[config.mk]
export PLATFORM = sky130hd
export DESIGN_NAME = mem_arbiter_flat
export DESIGN_NICKNAME = d
export VERILOG_FILES = /design/src/rtl/mem_arbiter_pkg.sv /design/src/rtl/mem_arbiter_if.sv /design/src/rtl/mem_arbiter_wait_timer.sv /design/src/rtl/mem_arbiter.sv /design/src/flat_wrapper.sv
export SDC_FILE = /design/constraint.sdc
export NUM_CORES = 1
export LEC_CHECK = 0
export BUFFER_PORTS_ARGS = -buffer_cell sky130_fd_sc_hd__clkbuf_2
export CORE_MARGIN = 2
export CORE_UTILIZATION = 52
export DETAILED_ROUTE_END_ITERATION = 7
export MAX_ROUTING_LAYER = met4
export PLACE_DENSITY = 0.89
export SYNTH_ARGS = -nofsm -noshare
export SYNTH_HDL_FRONTEND = slang
export SYNTH_SLANG_ARGS = --single-unit
[constraint.sdc]
create_clock -name clk -period 2.7 [get_ports clk]
set_input_delay 0.135 -clock clk [delete_from_list [all_inputs] [get_ports clk]]
set_output_delay 0.135 -clock clk [all_outputs]
set_load 0.01 [all_outputs]
[src/rtl/mem_arbiter_pkg.sv]
// mem_arbiter_pkg: shared state/owner encodings and counter sizing for the memory arbiter
package mem_arbiter_pkg;
  typedef enum logic [1:0] {ST_IDLE = 2'b00, ST_ACCESS = 2'b01, ST_DONE = 2'b10} state_t;
  typedef enum logic {OWN_CPU = 1'b0, OWN_DMA = 1'b1} owner_t;
  function automatic int cnt_width(int w);
    return (w < 2) ? 1 : $clog2(w + 1);
  endfunction
endpackage

[src/rtl/mem_arbiter_if.sv]
// mem_arbiter_if: CPU, DMA and memory-side signals of the arbiter
interface mem_arbiter_if #(parameter int AW = 16, parameter int DW = 16);
  logic cpu_rd, cpu_wr, cpu_rdy, dma_req, dma_we, dma_gnt, dma_done, mem_rd, mem_wr, busy;
  logic [AW-1:0] cpu_addr, dma_addr, mem_addr;
  logic [DW-1:0] cpu_wdata, cpu_rdata, dma_wdata, dma_rdata, mem_wdata, mem_rdata;
  modport slave (
    input  cpu_rd, cpu_wr, cpu_addr, cpu_wdata, dma_req, dma_we, dma_addr, dma_wdata, mem_rdata,
    output cpu_rdata, cpu_rdy, dma_rdata, dma_gnt, dma_done, mem_addr, mem_wdata, mem_rd, mem_wr, busy
  );
  modport master (
    output cpu_rd, cpu_wr, cpu_addr, cpu_wdata, dma_req, dma_we, dma_addr, dma_wdata, mem_rdata,
    input  cpu_rdata, cpu_rdy, dma_rdata, dma_gnt, dma_done, mem_addr, mem_wdata, mem_rd, mem_wr, busy
  );
endinterface

[src/rtl/mem_arbiter_wait_timer.sv]
// mem_arbiter_wait_timer: loadable down-counter that stops at zero
module mem_arbiter_wait_timer #(parameter int CW = 2) (
  input  logic          clk,
  input  logic          rst,
  input  logic          load,
  input  logic          en,
  input  logic [CW-1:0] val,
  output logic          zero
);
  logic [CW-1:0] cnt;
  always_ff @(posedge clk)
    if (rst) cnt <= '0;
    else if (load) cnt <= val;
    else if (en && cnt != '0) cnt <= cnt - CW'(1);
  assign zero = cnt == '0;
endmodule

[src/rtl/mem_arbiter.sv]
// mem_arbiter: round-robin CPU/DMA arbiter that sequences wait-stated single-port memory accesses
module mem_arbiter
  import mem_arbiter_pkg::*;
#(parameter int WAIT_CYCLES = 2) (
  input logic clk,
  input logic rst,
  mem_arbiter_if.slave bus
);
  localparam int CW = cnt_width(WAIT_CYCLES);
  state_t state;
  owner_t owner, last_owner;
  logic cpu_req, win_dma, start, zero;
  assign cpu_req = bus.cpu_rd | bus.cpu_wr;
  assign win_dma = bus.dma_req & (~cpu_req | last_owner == OWN_CPU);
  assign start = state == ST_IDLE && (cpu_req | bus.dma_req);
  mem_arbiter_wait_timer #(.CW(CW)) u_timer (
    .clk(clk),
    .rst(rst),
    .load(start),
    .en(state == ST_ACCESS),
    .val(CW'(WAIT_CYCLES)),
    .zero(zero)
  );
  always_ff @(posedge clk) begin
    if (rst) begin
      state <= ST_IDLE;
      owner <= OWN_CPU;
      last_owner <= OWN_DMA;
      bus.mem_addr <= '0;
      bus.mem_wdata <= '0;
      bus.mem_rd <= 1'b0;
      bus.mem_wr <= 1'b0;
      bus.cpu_rdata <= '0;
      bus.dma_rdata <= '0;
      bus.cpu_rdy <= 1'b0;
      bus.dma_done <= 1'b0;
      bus.dma_gnt <= 1'b0;
      bus.busy <= 1'b0;
    end else begin
      case (state)
        ST_IDLE: if (start) begin
          state <= ST_ACCESS;
          owner <= win_dma ? OWN_DMA : OWN_CPU;
          bus.mem_addr <= win_dma ? bus.dma_addr : bus.cpu_addr;
          bus.mem_wdata <= win_dma ? bus.dma_wdata : bus.cpu_wdata;
          // a CPU cycle with both rd and wr set is a write
          bus.mem_wr <= win_dma ? bus.dma_we : bus.cpu_wr;
          bus.mem_rd <= win_dma ? ~bus.dma_we : ~bus.cpu_wr;
          bus.dma_gnt <= win_dma;
          bus.busy <= 1'b1;
        end
        ST_ACCESS: if (zero) begin
          state <= ST_DONE;
          last_owner <= owner;
          bus.mem_rd <= 1'b0;
          bus.mem_wr <= 1'b0;
          if (bus.mem_rd && owner == OWN_CPU) bus.cpu_rdata <= bus.mem_rdata;
          if (bus.mem_rd && owner == OWN_DMA) bus.dma_rdata <= bus.mem_rdata;
          bus.cpu_rdy <= owner == OWN_CPU;
          bus.dma_done <= owner == OWN_DMA;
        end
        ST_DONE: begin
          state <= ST_IDLE;
          bus.cpu_rdy <= 1'b0;
          bus.dma_done <= 1'b0;
          bus.dma_gnt <= 1'b0;
          bus.busy <= 1'b0;
        end
        default: state <= ST_IDLE;
      endcase
    end
  end
endmodule

[src/flat_wrapper.sv]
// flat-port wrapper written by rule: the top's interface ports become plain ports
module mem_arbiter_flat import mem_arbiter_pkg::*;
#(parameter int WAIT_CYCLES = 2)
  (clk, rst, bus_cpu_rd, bus_cpu_wr, bus_cpu_addr, bus_cpu_wdata, bus_dma_req, bus_dma_we, bus_dma_addr, bus_dma_wdata, bus_mem_rdata, bus_cpu_rdata, bus_cpu_rdy, bus_dma_rdata, bus_dma_gnt, bus_dma_done, bus_mem_addr, bus_mem_wdata, bus_mem_rd, bus_mem_wr, bus_busy);
  mem_arbiter_if bus_i ();
  input logic clk;
  input logic rst;
  input wire logic [$bits(bus_i.cpu_rd)-1:0] bus_cpu_rd;
  input wire logic [$bits(bus_i.cpu_wr)-1:0] bus_cpu_wr;
  input wire logic [$bits(bus_i.cpu_addr)-1:0] bus_cpu_addr;
  input wire logic [$bits(bus_i.cpu_wdata)-1:0] bus_cpu_wdata;
  input wire logic [$bits(bus_i.dma_req)-1:0] bus_dma_req;
  input wire logic [$bits(bus_i.dma_we)-1:0] bus_dma_we;
  input wire logic [$bits(bus_i.dma_addr)-1:0] bus_dma_addr;
  input wire logic [$bits(bus_i.dma_wdata)-1:0] bus_dma_wdata;
  input wire logic [$bits(bus_i.mem_rdata)-1:0] bus_mem_rdata;
  output wire logic [$bits(bus_i.cpu_rdata)-1:0] bus_cpu_rdata;
  output wire logic [$bits(bus_i.cpu_rdy)-1:0] bus_cpu_rdy;
  output wire logic [$bits(bus_i.dma_rdata)-1:0] bus_dma_rdata;
  output wire logic [$bits(bus_i.dma_gnt)-1:0] bus_dma_gnt;
  output wire logic [$bits(bus_i.dma_done)-1:0] bus_dma_done;
  output wire logic [$bits(bus_i.mem_addr)-1:0] bus_mem_addr;
  output wire logic [$bits(bus_i.mem_wdata)-1:0] bus_mem_wdata;
  output wire logic [$bits(bus_i.mem_rd)-1:0] bus_mem_rd;
  output wire logic [$bits(bus_i.mem_wr)-1:0] bus_mem_wr;
  output wire logic [$bits(bus_i.busy)-1:0] bus_busy;
  assign bus_i.cpu_rd = bus_cpu_rd;
  assign bus_i.cpu_wr = bus_cpu_wr;
  assign bus_i.cpu_addr = bus_cpu_addr;
  assign bus_i.cpu_wdata = bus_cpu_wdata;
  assign bus_i.dma_req = bus_dma_req;
  assign bus_i.dma_we = bus_dma_we;
  assign bus_i.dma_addr = bus_dma_addr;
  assign bus_i.dma_wdata = bus_dma_wdata;
  assign bus_i.mem_rdata = bus_mem_rdata;
  assign bus_cpu_rdata = bus_i.cpu_rdata;
  assign bus_cpu_rdy = bus_i.cpu_rdy;
  assign bus_dma_rdata = bus_i.dma_rdata;
  assign bus_dma_gnt = bus_i.dma_gnt;
  assign bus_dma_done = bus_i.dma_done;
  assign bus_mem_addr = bus_i.mem_addr;
  assign bus_mem_wdata = bus_i.mem_wdata;
  assign bus_mem_rd = bus_i.mem_rd;
  assign bus_mem_wr = bus_i.mem_wr;
  assign bus_busy = bus_i.busy;
  mem_arbiter #(.WAIT_CYCLES(WAIT_CYCLES)) u_core (.clk(clk), .rst(rst), .bus(bus_i));
endmodule
==> impl_metrics.json, run 1 <==
{
  "antenna_cells": 0,
  "p_sw_mw": 0.8706,
  "synth_nets": 523,
  "drt-initial-drc-count": 259,
  "utilization": 0.6700,
  "die_h_um": 88.15,
  "cts_root_buf": "clkbuf_8",
  "gp_congestion": 0.8814,
  "num_io_pins": 156,
  "cts_buffer_depth": 2,
  "p_sw_frac": 0.3242,
  "end_kind": "flop",
  "p_int_mw": 1.814,
  "powerDensity_nw_per_um2": 586.7,
  "cts-resized-gates": 0,
  "htree_num_levels": 3,
  "place_ws_ns": 0.8145,
  "drt_wl_total_um": 10510,
  "crit_path_max_fanout": 22,
  "dieArea_um2": 7770,
  "antenna_left": 0,
  "post-route-min-period_ns": 1.901,
  "grt_max_degree": 64,
  "grt_util_all_layers": 0.2806,
  "drv_slew": 0,
  "grt_pass1_wl_um": 16990,
  "hp-class": "primary input to flop",
  "vias_per_cell": 5.787,
  "area.growth.synth_to_final_pct": 24.29,
  "fin_cells": 661,
  "post_drt_wl_per_cell_um": 15.91,
  "maxCapViolations": 0,
  "skew_ns": 0.01063,
  "arrival_ns": 2.08,
  "io_buffers": 155,
  "hold_path_end": "u_core.bus.cpu_rdata[8]",
  "die_w_um": 88.15,
  "min_path_cells": 3,
  "clock_latency_ns": 0.35,
  "initial_core_util": 0.5390,
  "synth-main-ff-cell": "dfxtp_1",
  "async_flop_share": 0,
  "multi_input_area_um2": 1888,
  "synth_area_um2": 3682,
  "postSynthAreaPerCell_um2": 8.446,
  "cts_buffers": 9,
  "final-hold-violation-count": 0,
  "drive_above_1_share": 0.3257,
  "grt-ovfl-total": 0,
  "synth.distinct_cells": 40,
  "worstMarginPinSlew_ns": 0.8796,
  "timing.rr.start": "u_core.u_timer.cnt[0]",
  "final_cell_area_um2": 4577,
  "synth-seq-cells": 76,
  "antenna_found_initial": 0,
  "post-cts-setup-buffers": 0,
  "clock.fmax_mhz": 526.2,
  "ff2ff_path_depth": 6,
  "pwr-share-seq": 0.476,
  "hold-worst-slack_ns": 0.02590,
  "critPathLaunchType": "flop",
  "power_frac_comb": 0.222,
  "num_vias": 3825,
  "synth_edf_count": 0,
  "pwr-share-clk": 0.302,
  "post-route-drc-count": 0,
  "hp-start": "bus_mem_rdata[8]",
  "cts_tree": "done",
  "path_clk_slew_ns": 0.09,
  "status": "finished clean",
  "synth_cells": 436,
  "synth_warnings": 0,
  "yosysSeqAreaShare": 0.4132,
  "numPlacedInstances": 645,
  "r2r-end": "u_core.bus.dma_rdata[15]",
  "rsz0062_at_grt": "no",
  "ff_latch_area_um2": 1521,
  "mostFrequentLayoutCells": "clkbuf_2 (155), dfxtp_1 (76), o211ai_1 (65)",
  "maxSlewHeadroom": 0.4136,
  "placement.cell_area_um2": 4395,
  "cts_sinks": 76,
  "setup_viol": 0,
  "drt-pass1-iter-count": 5,
  "core_area_um2": 6832,
  "fin_total_pwr_mw": 2.685,
  "num_rows": 30,
  "place.detailed.hpwl_um": 7383,
  "layout.nets": 647,
  "crit_type": "flop to flop",
  "p_leak_nw": 1.955,
  "worstPathRequired_ns": 2.88,
  "grt_pass1_vias": 3650,
  "ir_drop_v": 0.0003550,
  "period_share": 0.7039,
  "tns_ns": 0,
  "ctsHoldBuffers": 0,
  "final_common_cell": "clkbuf_2",
  "fillers": 584,
  "setup_ws_ns": 0.7994,
  "regToRegSetupSlack_ns": 0.80
}
[area by class of cell]
cell class / instances / area share
clock buffers: 9 / 0.02706
clock inverters: 7 / 0.01258
inverters: 6 / 0.004921
multi-input cells: 303 / 0.4125
flip-flops and latches: 76 / 0.3324
well taps: 96 / 0.02624
repair buffers: 164 / 0.1843
[synthesized netlist by cell type, types with 3 or more instances]
master     n  share of area
nand2_1   35          0.036
o21ai_0   31          0.042
nand2b_1  33          0.056
buf_6      6          0.018
o211ai_1  65           0.13
nand3_1   34          0.046
a21oi_1   38          0.052
dfxtp_1   76           0.41
buf_1      3         0.0031
o21a_1     3         0.0061
a22o_1    32          0.076
nor2_1     3         0.0031
o21ai_1    4         0.0054
buf_4      3         0.0061
inv_1      5         0.0051
clkbuf_1  37          0.038
[how the worst max path moves through the flow]
stage                                     start                  endpoint  slack [ns]  depth (start not counted)
after global routing      u_core.u_timer.cnt[0]  u_core.bus.dma_rdata[15]        0.58                          6
final                     u_core.u_timer.cnt[0]  u_core.bus.dma_rdata[15]        0.80                          6
after floorplan           u_core.u_timer.cnt[0]   u_core.bus.cpu_rdata[3]        1.21                          7
after detailed placement  u_core.u_timer.cnt[0]  u_core.bus.dma_rdata[15]        0.81                          6
after global placement               bus_cpu_rd    u_core.bus.mem_addr[8]        0.91                          5
after CTS                 u_core.u_timer.cnt[0]  u_core.bus.dma_rdata[15]        0.79                          6
[logic make-up after synthesis]
kind of cell | count (synthesis) | share of synthesized area
compound gates | 179 | 0.3306
xor+xnor | 1 | 0.002379
fa+ha+maj | 1 | 0.003397
buf+inv | 57 | 0.07407
flops | 76 | 0.4132
mux | 1 | 0.003058
simple gates | 121 | 0.1733
[power groups by stage]
stage / Combinational (mW) / Clock [mW] / Sequential, mW
detailed placement: 0.595 / 0 / 1.30
floorplan: 0.358 / 0 / 1.32
global route: 0.658 / 0.886 / 1.29
finish: 0.597 / 0.811 / 1.28
global placement: 0.573 / 0 / 1.30
CTS: 0.597 / 0.824 / 1.28
[metal layers]
metal  up-vias  part of all wire  GRT usage
met4         0             0.020    0.09642
met5         -                 0          -
met3        20             0.084    0.05561
met1      1786              0.42     0.3533
met2       173              0.48     0.4511
li1       1846                 -          -
[worst max-delay path: stages (launching register included)]
cell and delay (ns):
dfxtp_1 0.31, inv_1 0.09, ha_1 0.29, nand4b_1 0.38, buf_4 0.35, o21ai_0 0.21, a21oi_1 0.11
[sequential cells by signal, indices dropped and copies added, names as in the netlist, 2 cells and up]
| signal | cells |
|---|---|
| u_core.bus.cpu_rdata | 16 |
| u_core.bus.dma_rdata | 16 |
| u_core.bus.mem_addr | 16 |
| u_core.bus.mem_wdata | 16 |
| u_core.state | 2 |
| u_core.u_timer.cnt | 2 |
No activity file was read; power rests on OpenSTA's default activity.
==> run 2: changes to the inputs <==
Settings changed: CORE_UTILIZATION 52 to 48, PLACE_DENSITY 0.89 to 0.83.
Clock period 2.7 ns to 1.9 ns, I/O delays scaled along.
==> run 2 against run 1 <==
Effect of this change:
- register-to-register slack worse by 0.60 ns
- utilization down 1.9 points
- critical path depth decreased by 3
- first-iteration DRC count rose by 1.2%
- clock-buffer cell count stayed put
- final area grew 4.3%
- flip-flop and latch count did not move
- setup slack worse by 0.60 ns
==> impl_metrics.json, run 2 (synthesis gave the netlist of run 1 again) <==
{
  "post-route-drc-count": 0,
  "cts_root_buf": "clkbuf_8",
  "vias_per_cell": 5.809,
  "arrival_ns": 1.99,
  "num_io_pins": 156,
  "hp-class": "primary input to flop",
  "drive_above_1_share": 0.3236,
  "antenna_left": 0,
  "post-route-min-period_ns": 1.703,
  "worstPathRequired_ns": 2.19,
  "post_drt_wl_per_cell_um": 15.99,
  "clock.fmax_mhz": 587.4,
  "setup_viol": 0,
  "rsz0062_at_grt": "no",
  "mostFrequentLayoutCells": "clkbuf_2 (155), dfxtp_1 (76), o211ai_1 (65)",
  "path_clk_slew_ns": 0.09,
  "tns_ns": 0,
  "ir_drop_v": 0.0007433,
  "drv_slew": 0,
  "place.detailed.hpwl_um": 7450,
  "die_w_um": 91.59,
  "gp_congestion": 0.8932,
  "powerDensity_nw_per_um2": 851.8,
  "drt-pass1-iter-count": 5,
  "htree_num_levels": 3,
  "grt_pass1_wl_um": 17860,
  "period_share": 0.8961,
  "antenna_found_initial": 0,
  "drt-initial-drc-count": 262,
  "crit_type": "flop to flop",
  "crit_path_max_fanout": 34,
  "drt_wl_total_um": 10870,
  "die_h_um": 91.59,
  "maxSlewHeadroom": 0.3953,
  "grt_max_degree": 67,
  "fillers": 629,
  "grt_util_all_layers": 0.2652,
  "end_kind": "flop",
  "num_vias": 3950,
  "final_common_cell": "clkbuf_2",
  "place_ws_ns": 0.2184,
  "setup_ws_ns": 0.1975,
  "io_buffers": 155,
  "antenna_cells": 0,
  "status": "finished clean",
  "fin_total_pwr_mw": 4.065,
  "cts_buffer_depth": 2,
  "maxCapViolations": 0,
  "hold-worst-slack_ns": 0.01236,
  "grt_pass1_vias": 3804,
  "dieArea_um2": 8388,
  "clock_latency_ns": 0.35,
  "critPathLaunchType": "flop",
  "cts_tree": "done",
  "worstMarginPinSlew_ns": 0.9051,
  "final-hold-violation-count": 0,
  "cts_buffers": 9,
  "layout.nets": 663,
  "core_area_um2": 7331,
  "num_rows": 31,
  "area.growth.synth_to_final_pct": 29.60,
  "cts_sinks": 76,
  "initial_core_util": 0.5023,
  "p_leak_nw": 2.052,
  "skew_ns": 0.01327,
  "grt-ovfl-total": 0
}
[run 2: cell count changes in the layout (fill, tap and decap cells not counted), moves of 2 or more]
| cell | delta |
|---|---|
| inv_6 | -2 |
| bufinv_16 | +2 |
| buf_4 | +4 |
| clkinvlp_4 | -2 |
| dlygate4sd3_1 | +12 |
[run 2: worst paths after layout]
kind | from | to | slack (ns) | cells after the start
max | u_core.state[1] | u_core.bus.mem_wdata[14] | 0.20 | 3
min | bus_mem_rdata[5] | u_core.bus.dma_rdata[5] | 0.01 | 3
max reg2reg | u_core.state[1] | u_core.bus.mem_wdata[14] | 0.20 | 3
min reg2reg | u_core.bus.dma_rdata[10] | u_core.bus.dma_rdata[10] | 0.48 | 2
[run 2: per-layer routing]
layer / GRT usage / up-vias / share of wire
met4: 0.08207 / 0 / 0.014
met1: 0.3306 / 1837 / 0.41
met5: - / - / 0
li1: - / 1882 / -
met2: 0.4289 / 216 / 0.48
met3: 0.05892 / 15 / 0.088
[run 2: area by class of cell]
class / instances / area, um^2 / area share
repair buffers: 180 / 993.5 / 0.2082
clock buffers: 9 / 123.9 / 0.02596
multi-input cells: 303 / 1888 / 0.3956
inverters: 6 / 22.52 / 0.004719
clock inverters: 7 / 98.84 / 0.02071
flip-flops and latches: 76 / 1521 / 0.3188
well taps: 99 / 123.9 / 0.02596
[run 2: power by group]
| part | switching [mW] | internal, mW |
|---|---|---|
| clock network | 0.623 | 0.746 |
| registers | 0.0810 | 1.72 |
| logic | 0.502 | 0.390 |
[run 2: critical path, stage by stage, from the launching register on]
cell and delay [ns]:
dfxtp_1 0.44, nor2_1 0.17, a21oi_4 0.75, a22o_1 0.27
[run 2: timing repair]
item | 4_1_cts | 5_1_grt
gates resized for setup | 0 | 0
hold buffers | 12 | 0
endpoints found under the hold margin | 21 | 0
setup buffers | 0 | 0
[run 2: metrics by stage]
stage / area, um^2 / util / cells
after floorplan: 3682 / - / 436
after global placement: 4429 / 0.6042 / 652
after global routing: 4772 / 0.6510 / 680
after CTS: 4772 / 0.6510 / 680
final: 4772 / 0.6510 / 680
after detailed placement: 4429 / 0.6042 / 652
==> run 3: changes to the inputs <==
Settings changed: CORE_UTILIZATION 48 to 52, PLACE_DENSITY 0.83 to 0.89.
Clock period 1.9 ns to 2.1 ns, I/O delays scaled along.
==> run 3 against run 2 <==
Effect of this change:
- non-clock buffer count fell by 1
- sequential share of layout area rose by 0.19 points
- sequential power fell by 9%
- maximum frequency fell by 2.3%
- highest routed layer unchanged
==> impl_metrics.json, run 3 (synthesis gave the netlist of run 1 again) <==
{
  "status": "finished clean",
  "place.detailed.hpwl_um": 7350,
  "ff2ff_path_depth": 3,
  "maxCapViolations": 0,
  "die_h_um": 88.15,
  "tns_ns": 0,
  "drive_above_1_share": 0.3224,
  "maxSlewHeadroom": 0.6510,
  "cts_sinks": 76,
  "die_w_um": 88.15,
  "path_clk_slew_ns": 0.08,
  "arrival_ns": 2.03,
  "worstMarginPinSlew_ns": 0.5228,
  "fin_cells": 676,
  "ctsHoldBuffers": 12,
  "worstPathRequired_ns": 2.39,
  "antenna_left": 0,
  "crit_slowest_cell": "and3_4",
  "cts_buffers": 9,
  "numPlacedInstances": 648,
  "clock_latency_ns": 0.36,
  "dieArea_um2": 7770,
  "startpoint": "u_core.state[0]",
  "setup_viol": 0,
  "final_cell_area_um2": 4743,
  "antenna_found_initial": 0,
  "layout.nets": 662,
  "gp_congestion": 0.9995,
  "p_int_mw": 2.479,
  "place_ws_ns": 0.4201,
  "skew_ns": 0.01336,
  "antenna_cells": 0,
  "setup_ws_ns": 0.3582,
  "cts-resized-gates": 0,
  "drt-pass1-iter-count": 5,
  "pwr-share-clk": 0.324,
  "io_buffers": 155,
  "critPathMaxStageDelay_ns": 0.52,
  "fillers": 562,
  "num_vias": 3998,
  "drv_slew": 0,
  "fin_total_pwr_mw": 3.616,
  "r2r-end": "u_core.bus.mem_wdata[14]",
  "initial_core_util": 0.5390,
  "multi_input_area_um2": 1888,
  "p_leak_nw": 2.038,
  "endpoint": "u_core.bus.mem_wdata[14]",
  "rsz0062_at_grt": "no",
  "ir_drop_v": 0.0004504,
  "grt_pass1_vias": 3744,
  "regToRegSetupSlack_ns": 0.36,
  "clock.fmax_mhz": 574.1,
  "p_sw_frac": 0.3146,
  "area.growth.synth_to_final_pct": 28.81,
  "utilization": 0.6943,
  "pwr-share-seq": 0.454,
  "placement.cell_area_um2": 4418,
  "cts_tree": "done",
  "post_drt_wl_per_cell_um": 16.20,
  "final_common_cell": "clkbuf_2",
  "htree_num_levels": 3,
  "grt_max_degree": 51,
  "final-hold-violation-count": 0,
  "vias_per_cell": 5.914,
  "cts_root_buf": "clkbuf_8",
  "grt_pass1_wl_um": 17510,
  "p_sw_mw": 1.138,
  "crit_path_max_fanout": 32,
  "core_area_um2": 6832,
  "crit_type": "flop to flop",
  "num_rows": 30,
  "timing.rr.start": "u_core.state[0]",
  "critPathLaunchType": "flop",
  "post-route-min-period_ns": 1.742,
  "path_cells": "nor2_1, and3_4, a22o_1",
  "hold-worst-slack_ns": 0.01137,
  "num_io_pins": 156,
  "drt-initial-drc-count": 289,
  "end_kind": "flop",
  "hp-class": "primary input to flop",
  "cts_buffer_depth": 2,
  "post-route-drc-count": 0,
  "power_frac_comb": 0.222,
  "ff_latch_area_um2": 1521,
  "grt-ovfl-total": 0,
  "period_share": 0.8294,
  "drt_wl_total_um": 10950,
  "grt_util_all_layers": 0.2930,
  "powerDensity_nw_per_um2": 762.4,
  "mostFrequentLayoutCells": "clkbuf_2 (155), dfxtp_1 (76), o211ai_1 (65)",
  "post-cts-setup-buffers": 0
}
run 3: cell count changes in the layout (fill, tap and decap cells not counted), sizes merged:
cell / delta
buf: -1
bufinv: -1
inv: +3
clkinv: -2
run 3: final cells by class:
| type | count | area share |
|---|---|---|
| timing repair buffer | 179 | 0.2079 |
| clock buffer | 9 | 0.02611 |
| sequential | 76 | 0.3208 |
| multi-input combinational | 303 | 0.3980 |
| tap | 96 | 0.02532 |
| inverter | 6 | 0.004748 |
| clock inverter | 7 | 0.01715 |
run 3: layer usage:
layer | part of all wire | GRT usage
met3 | 0.093 | 0.06409
met2 | 0.49 | 0.4718
met1 | 0.40 | 0.3561
met5 | 0 | -
met4 | 0.020 | 0.1212
run 3: power by group through the flow:
stage | clock network, mW | registers (mW) | logic (mW)
floorplan | 0 | 1.70 | 0.461
global placement | 0 | 1.67 | 0.747
detailed placement | 0 | 1.67 | 0.772
CTS | 1.18 | 1.64 | 0.796
global route | 1.26 | 1.66 | 0.881
finish | 1.17 | 1.64 | 0.802
run 3: worst min-delay path by stage:
stage                                  from                        to  slack, ns  cells past startpoint
after floorplan            bus_mem_rdata[0]   u_core.bus.cpu_rdata[0]       0.25                      2
after detailed placement   bus_mem_rdata[0]   u_core.bus.cpu_rdata[0]       0.36                      3
after CTS                  bus_mem_rdata[6]   u_core.bus.dma_rdata[6]      0.001                      3
after global placement     bus_mem_rdata[1]   u_core.bus.cpu_rdata[1]       0.36                      3
after global routing      bus_mem_rdata[15]  u_core.bus.dma_rdata[15]      0.006                      3
final                     bus_mem_rdata[15]  u_core.bus.cpu_rdata[15]       0.01                      3
run 3: critical path, delay by kind of cell (launching register included):
kind | cells | cell delay [ns]
AOI/OAI and AO/OA | 1 | 0.22
and+or+nand+nor | 2 | 1.00
DFF | 1 | 0.45
